===== src/rtl/fec_pkg.sv =====
// Shared constants and state encoding for the 802.16 rate-1/2 K=7 tail-biting
// convolutional encoder; the step function is reused by the decoder reference model.
package fec_pkg;

  localparam int K = 7;
  // Bit 6 taps the current input, bit 0 taps the oldest state bit s6.
  localparam logic [K-1:0] G1 = 7'o171;
  localparam logic [K-1:0] G2 = 7'o133;

  typedef enum logic [1:0] {
    COLLECT = 2'd0,
    PRIME   = 2'd1,
    ENCODE  = 2'd2
  } fec_state_e;

endpackage


===== src/rtl/cc_enc_step.sv =====
// One combinational step of the K=7 convolutional code: pair for input u from
// state s (s[1] most recent), plus the state after shifting u in.
module cc_enc_step
  import fec_pkg::*;
(
  input  logic       u_i,
  input  logic [6:1] s_i,
  output logic [1:0] xy_o,
  output logic [6:1] s_nxt_o
);

  logic [K-1:0] taps;

  assign taps    = {u_i, s_i[1], s_i[2], s_i[3], s_i[4], s_i[5], s_i[6]};
  assign xy_o    = {^(taps & G1), ^(taps & G2)};
  assign s_nxt_o = {s_i[5:1], u_i};

endmodule


===== src/rtl/cc_tailbite_encoder.sv =====
// Buffers one FEC block, primes the encoder with the last six bits of the block
// (tail-biting) and streams one {X,Y} pair per output handshake.
module cc_tailbite_encoder
  import fec_pkg::*;
#(
  parameter  int BLOCK_LEN = 96,
  localparam int CNT_W     = $clog2(BLOCK_LEN)
) (
  input  logic       clk,
  input  logic       reset,
  input  logic       in_bit,
  input  logic       in_valid,
  output logic       in_ready,
  output logic [1:0] out_xy,
  output logic       out_valid,
  input  logic       out_ready,
  output logic       out_last
);

  fec_state_e           state_q, state_d;
  logic [CNT_W-1:0]     cnt_q, cnt_d;
  logic [BLOCK_LEN-1:0] buf_q, buf_d;
  logic [6:1]           s_q, s_d;
  logic [1:0]           xy_q, xy_d;
  logic                 vld_q, vld_d;
  logic                 last_q, last_d;

  logic                 cnt_last;
  logic [CNT_W-1:0]     nidx;
  logic [6:1]           s_init;
  logic                 step_u;
  logic [6:1]           step_s;
  logic [1:0]           step_xy;
  logic [6:1]           step_ns;

  assign cnt_last = (cnt_q == CNT_W'(BLOCK_LEN - 1));

  always_comb begin
    s_init = '0;
    for (int k = 1; k <= 6; k++) s_init[k] = buf_q[BLOCK_LEN-k];
  end

  // s_q holds the state after the bit of the pair currently on out_xy, so the
  // next pair is a single step away and one encoder instance suffices.
  assign nidx   = (state_q == ENCODE && !cnt_last) ? cnt_q + 1'b1 : '0;
  assign step_u = buf_q[nidx];
  assign step_s = (state_q == PRIME) ? s_init : s_q;

  cc_enc_step u_step (
    .u_i     (step_u),
    .s_i     (step_s),
    .xy_o    (step_xy),
    .s_nxt_o (step_ns)
  );

  always_comb begin
    state_d = state_q;
    cnt_d   = cnt_q;
    buf_d   = buf_q;
    s_d     = s_q;
    xy_d    = xy_q;
    vld_d   = vld_q;
    last_d  = last_q;
    case (state_q)
      COLLECT: begin
        if (in_valid) begin
          buf_d[cnt_q] = in_bit;
          if (cnt_last) begin
            cnt_d   = '0;
            state_d = PRIME;
          end else begin
            cnt_d = cnt_q + 1'b1;
          end
        end
      end
      PRIME: begin
        xy_d    = step_xy;
        s_d     = step_ns;
        vld_d   = 1'b1;
        last_d  = 1'b0;
        state_d = ENCODE;
      end
      ENCODE: begin
        if (out_ready) begin
          if (cnt_last) begin
            vld_d   = 1'b0;
            last_d  = 1'b0;
            cnt_d   = '0;
            state_d = COLLECT;
          end else begin
            cnt_d  = cnt_q + 1'b1;
            xy_d   = step_xy;
            s_d    = step_ns;
            last_d = (cnt_q == CNT_W'(BLOCK_LEN - 2));
          end
        end
      end
      default: state_d = COLLECT;
    endcase
  end

  always_ff @(posedge clk or posedge reset) begin
    if (reset) begin
      state_q <= COLLECT;
      cnt_q   <= '0;
      buf_q   <= '0;
      s_q     <= '0;
      xy_q    <= '0;
      vld_q   <= 1'b0;
      last_q  <= 1'b0;
    end else begin
      state_q <= state_d;
      cnt_q   <= cnt_d;
      buf_q   <= buf_d;
      s_q     <= s_d;
      xy_q    <= xy_d;
      vld_q   <= vld_d;
      last_q  <= last_d;
    end
  end

  assign in_ready  = (state_q == COLLECT);
  assign out_xy    = xy_q;
  assign out_valid = vld_q;
  assign out_last  = last_q;

endmodule


===== config.mk =====
export PLATFORM = sky130hd
export DESIGN_NAME = cc_tailbite_encoder
export DESIGN_NICKNAME = d
export VERILOG_FILES = /design/src/rtl/fec_pkg.sv /design/src/rtl/cc_enc_step.sv /design/src/rtl/cc_tailbite_encoder.sv
export SDC_FILE = /design/constraint.sdc
export NUM_CORES = 1
export LEC_CHECK = 0
export CORE_MARGIN = 4
export CORE_UTILIZATION = 25
export CTS_CLUSTER_DIAMETER = 150
export DETAILED_ROUTE_END_ITERATION = 10
export PLACE_DENSITY_LB_ADDON = 0.15
export SETUP_SLACK_MARGIN = 0.05
export SLEW_MARGIN = 20
export SYNTH_ARGS = -nofsm -noshare
export SYNTH_HDL_FRONTEND = slang
export SYNTH_HIERARCHICAL = 1
export SYNTH_SLANG_ARGS = --single-unit

===== constraint.sdc =====
create_clock -name clk -period 12.3 [get_ports clk]
set_clock_uncertainty 0.15 [all_clocks]
set_input_delay 3.075 -clock clk [delete_from_list [all_inputs] [get_ports clk]]
set_output_delay 3.075 -clock clk [all_outputs]
set_load 0.01 [all_outputs]

==> flow_summary.html <==
<table>
<tr><th>Metric</th><th>Value</th></tr>
<tr><th colspan="2">CTS</th></tr>
<tr><td>Clock Latency Late Sink</td><td>410 ps</td></tr>
<tr><td>CTS Buffer Depth</td><td>2</td></tr>
<tr><td>Total clock buffers created by CTS</td><td>17</td></tr>
<tr><td>Number of H-tree branching levels</td><td>4</td></tr>
<tr><td>Count of hold buffers inserted by post-cts repair</td><td>0</td></tr>
<tr><td>Clock sink count</td><td>115</td></tr>
<tr><td>TritonCTS clock tree</td><td>built</td></tr>
<tr><td>Clock root buffer</td><td>clkbuf_16</td></tr>
<tr><td>Clk slew on worst S/H paths</td><td>60 ps</td></tr>
<tr><td>Number of gates resized after CTS</td><td>0</td></tr>
<tr><td>Number of buffers inserted by post-CTS setup repair</td><td>0</td></tr>
<tr><th colspan="2">Timing</th></tr>
<tr><td>Min Clock Period, post-route</td><td>5080 ps</td></tr>
<tr><td>Final Hold Vio Count</td><td>0</td></tr>
<tr><td>Setup_tns</td><td>0 ps</td></tr>
<tr><td>Setup repair after global routing missed its margin</td><td>no</td></tr>
<tr><td>Worst relative slew slack</td><td>0.261</td></tr>
<tr><td>Final critical-path share of the clock period</td><td>0.413</td></tr>
<tr><td>Final slew viol count</td><td>0</td></tr>
<tr><td>Endpoints failing setup</td><td>0</td></tr>
<tr><td>Max Fclk</td><td>0.197 GHz</td></tr>
<tr><td>Slew @ Worst Pin</td><td>1100 ps</td></tr>
<tr><th colspan="2">Layout</th></tr>
<tr><td>Final design utilization</td><td>0.294</td></tr>
<tr><td>Share of cells above drive strength 1</td><td>0.277</td></tr>
<tr><td>Sequential cell area in the final layout</td><td>2880 um^2</td></tr>
<tr><td>Signed area change from the synthesized netlist to the final layout</td><td>14.2%</td></tr>
<tr><td>Layout filler cell count</td><td>2589</td></tr>
<tr><td>Combined area of the multi-input logic cells</td><td>3210 um^2</td></tr>
<tr><td>Total inserted antenna cells</td><td>0</td></tr>
<tr><td>Post-Layout Inst Area</td><td>7230 um^2</td></tr>
<tr><td>Layout net count</td><td>608</td></tr>
<tr><th colspan="2">Synth</th></tr>
<tr><td>Synthesized area divided by synthesized cell count</td><td>10.3 um^2</td></tr>
<tr><td>Number of flops mapped to enable cells by yosys</td><td>0</td></tr>
<tr><td>Share of the yosys chip area belonging to registers</td><td>0.455</td></tr>
<tr><td>Async SR Flop Fraction</td><td>1.00</td></tr>
<tr><td>Instance count of the mapped netlist</td><td>613</td></tr>
<tr><td>Net Count, Synth</td><td>620</td></tr>
<tr><td>Seq cells post-synth</td><td>115</td></tr>
<tr><td>Synth Warn #</td><td>6</td></tr>
<tr><td>Dominant register cell in the synthesized netlist</td><td>dfrtp_1</td></tr>
<tr><td>Number of distinct library cell variants in the gate-level netlist after synthesis</td><td>56</td></tr>
<tr><td>Summed instance area of the synthesized netlist</td><td>6330 um^2</td></tr>
<tr><th colspan="2">Floorplanning</th></tr>
<tr><td>Top-Level Pins</td><td>10</td></tr>
<tr><td>Std-Cell Core Area</td><td>24600 um^2</td></tr>
<tr><td>Width of the die</td><td>167 um</td></tr>
<tr><td>Die Span Y</td><td>167 um</td></tr>
<tr><td>Die area</td><td>27900 um^2</td></tr>
<tr><td>Effective utilization at floorplan</td><td>0.257</td></tr>
<tr><td>Rows</td><td>57</td></tr>
<tr><th colspan="2">GRT</th></tr>
<tr><td>Number of global-route vias before repair</td><td>4823</td></tr>
<tr><td>Maximum number of pins on one net before global-route repair</td><td>97</td></tr>
<tr><td>First-pass GRT wire length</td><td>28.7 mm</td></tr>
<tr><td>Overall overflow remaining after global route</td><td>0</td></tr>
<tr><td>Global router's overall resource usage</td><td>0.130</td></tr>
<tr><td>Initial antenna violation count</td><td>0</td></tr>
<tr><th colspan="2">Hold path</th></tr>
<tr><td>HP Class</td><td>flip-flop to flip-flop</td></tr>
<tr><th colspan="2">Setup path</th></tr>
<tr><td>Critical path class</td><td>flip-flop to output pin</td></tr>
<tr><td>RR Startpoint</td><td>cnt_q[0]</td></tr>
<tr><td>Crit path launch type</td><td>flip-flop</td></tr>
<tr><td>Worst Setup EP</td><td>in_ready</td></tr>
<tr><td>Required @ worst endpoint</td><td>9070 ps</td></tr>
<tr><td>Setup slack, reg-to-reg</td><td>7500 ps</td></tr>
<tr><td>Max Fanout on Critical Path</td><td>12</td></tr>
<tr><td>Crit path DAT</td><td>1850 ps</td></tr>
<tr><td>R2r worst-path depth</td><td>14</td></tr>
<tr><td>Reg2Reg Capture Point</td><td>out_xy[1]</td></tr>
<tr><td>Start point of the critical path</td><td>state_q[1]</td></tr>
<tr><td>Kind of end point of the critical path</td><td>output pin</td></tr>
<tr><th colspan="2">Run status</th></tr>
<tr><td>Run status</td><td>complete, no violations</td></tr>
<tr><th colspan="2">Place</th></tr>
<tr><td>Placed Instance Area</td><td>6640 um^2</td></tr>
<tr><td>Routability Congestion</td><td>0.782</td></tr>
<tr><td>HPWL Detailed</td><td>11.4 mm</td></tr>
<tr><td>Number of buffer cells added on primary ports</td><td>9</td></tr>
<tr><th colspan="2">Route</th></tr>
<tr><td>Antenna Violating Nets Remaining</td><td>0</td></tr>
<tr><td>Initial DRC Count</td><td>354</td></tr>
<tr><td>Via count</td><td>4449</td></tr>
<tr><td>Detail-routed net length per standard cell</td><td>18.4 um</td></tr>
<tr><td>Number of design rule violations left after detail routing</td><td>0</td></tr>
<tr><td>First drt pass iteration count</td><td>4</td></tr>
<tr><td>Total wire length after detailed routing</td><td>17.3 mm</td></tr>
<tr><td>Via-per-instance ratio</td><td>4.74</td></tr>
<tr><th colspan="2">Power and ir drop</th></tr>
<tr><td>Cell area power density</td><td>225 nW/um^2</td></tr>
<tr><td>VDD IR max</td><td>0.124 mV</td></tr>
<tr><td>Leakage power</td><td>3.17 nW</td></tr>
<tr><th colspan="2">Flow run</th></tr>
<tr><td>Max_cap viols</td><td>0</td></tr>
</table>
[power breakdown]
part	switching, mW	leakage (nW)	internal, mW	total, mW
Clock	0.185	0.279	0.303	0.488
Combinational	0.416	1.31	0.248	0.664
Sequential	0.0622	1.58	0.415	0.477
[critical path, cell delays in order (launching register included)]
cell,delay [ps]
dfrtp_1,500
nor2_1,330
clkdlybuf4s50_1,600
[area by class of cell]
type	count	share of cell area
Sequential cell	115	0.398
Multi-Input combinational cell	447	0.444
Inverter	4	0.00242
Clock inverter	13	0.0185
Tap cell	324	0.0561
Timing Repair Buffer	16	0.0190
Clock buffer	19	0.0613
[worst min path at each step]
stage | startpoint | end | slack, ps | depth (start not counted)
after detailed placement | buf_q[20] | buf_q[20] | 340 | 1
after global routing | buf_q[37] | buf_q[37] | 360 | 1
after floorplan | buf_q[29] | buf_q[29] | 320 | 1
final | buf_q[5] | buf_q[5] | 350 | 1
after global placement | buf_q[88] | buf_q[88] | 330 | 1
after CTS | buf_q[5] | buf_q[5] | 350 | 1
[cell families (layout without fill, tap and decap cells)]
kind of cell | Yosys count | after routing | share of synthesized area
flip-flops | 115 | 115 | 0.455
multiplexers | 139 | 139 | 0.248
AND/OR/NAND/NOR | 237 | 237 | 0.167
buffers and inverters | 51 | 52 | 0.0391
AO/OA/AOI/OAI | 58 | 58 | 0.0650
adder cells (fa/ha/maj) | 2 | 2 | 0.00395
XOR/XNOR | 11 | 11 | 0.0223
[cell usage in the layout, fill, tap and decap left out, types with 3 or more instances in the layout]
master / Yosys / routed
a2111oi_0: 3 / 3
a21oi_1: 15 / 15
a221oi_1: 4 / 4
a31oi_1: 5 / 5
and2_1: 3 / 3
buf_4: 10 / 7
clkbuf_16: 0 / 17
clkdlybuf4s50_1: 0 / 8
clkinv_2: 0 / 5
clkinvlp_4: 0 / 3
dfrtp_1: 115 / 115
mux2_2: 113 / 113
mux2i_1: 21 / 21
mux4_2: 3 / 3
nand2_1: 127 / 127
nand2b_1: 10 / 10
nand3_1: 13 / 13
nor2_1: 44 / 44
nor2b_1: 7 / 7
nor3_1: 12 / 12
nor4_1: 5 / 4
o21ai_0: 8 / 8
o221ai_1: 3 / 3
o22ai_1: 3 / 3
o31ai_1: 4 / 4
xnor2_1: 3 / 3
xor2_1: 4 / 4
[cells in the mapped netlist, drive strengths merged (4+ instances only)]
master | count | area (um^2)
clkbuf | 25 | 93.8
nor2b | 7 | 43.8
xor2 | 5 | 51.3
a31oi | 5 | 31.3
nand2 | 127 | 477
nor4 | 5 | 31.3
nand3 | 13 | 65.1
xnor2 | 4 | 42.6
a211oi | 4 | 40.0
o31ai | 4 | 30.0
mux2i | 21 | 210
a221oi | 5 | 50.0
mux2 | 115 | 1290
a21oi | 16 | 83.8
nand2b | 10 | 62.6
nor3 | 12 | 60.1
o21ai | 11 | 58.8
dfrtp | 115 | 2880
nor2 | 44 | 165
buf | 22 | 139
[metal layers]
metal	up-vias	wire length, um	track usage
met5	-	0	0
met4	0	221	0.0378
met3	17	677	0.0264
met2	65	8110	0.204
met1	2249	8270	0.183
li1	2118	-	-
[stage by stage]
step	setup slack, ps	hold slack, ps	cells	power (mW)
floorplan	6030	320	613	0.974
global placement	6920	332	906	1.15
detailed placement	6880	341	906	1.15
CTS	7200	352	938	1.65
global route	7070	365	938	1.73
finish	7220	352	938	1.63
[registers in the layout, summed over array words and instances, names as in the netlist]
signal,cells
out_xy,2
state_q,2
cnt_q,7
out_last,1
out_valid,1
s_q,6
buf_q,96
Power figures use the tool's default switching activity.
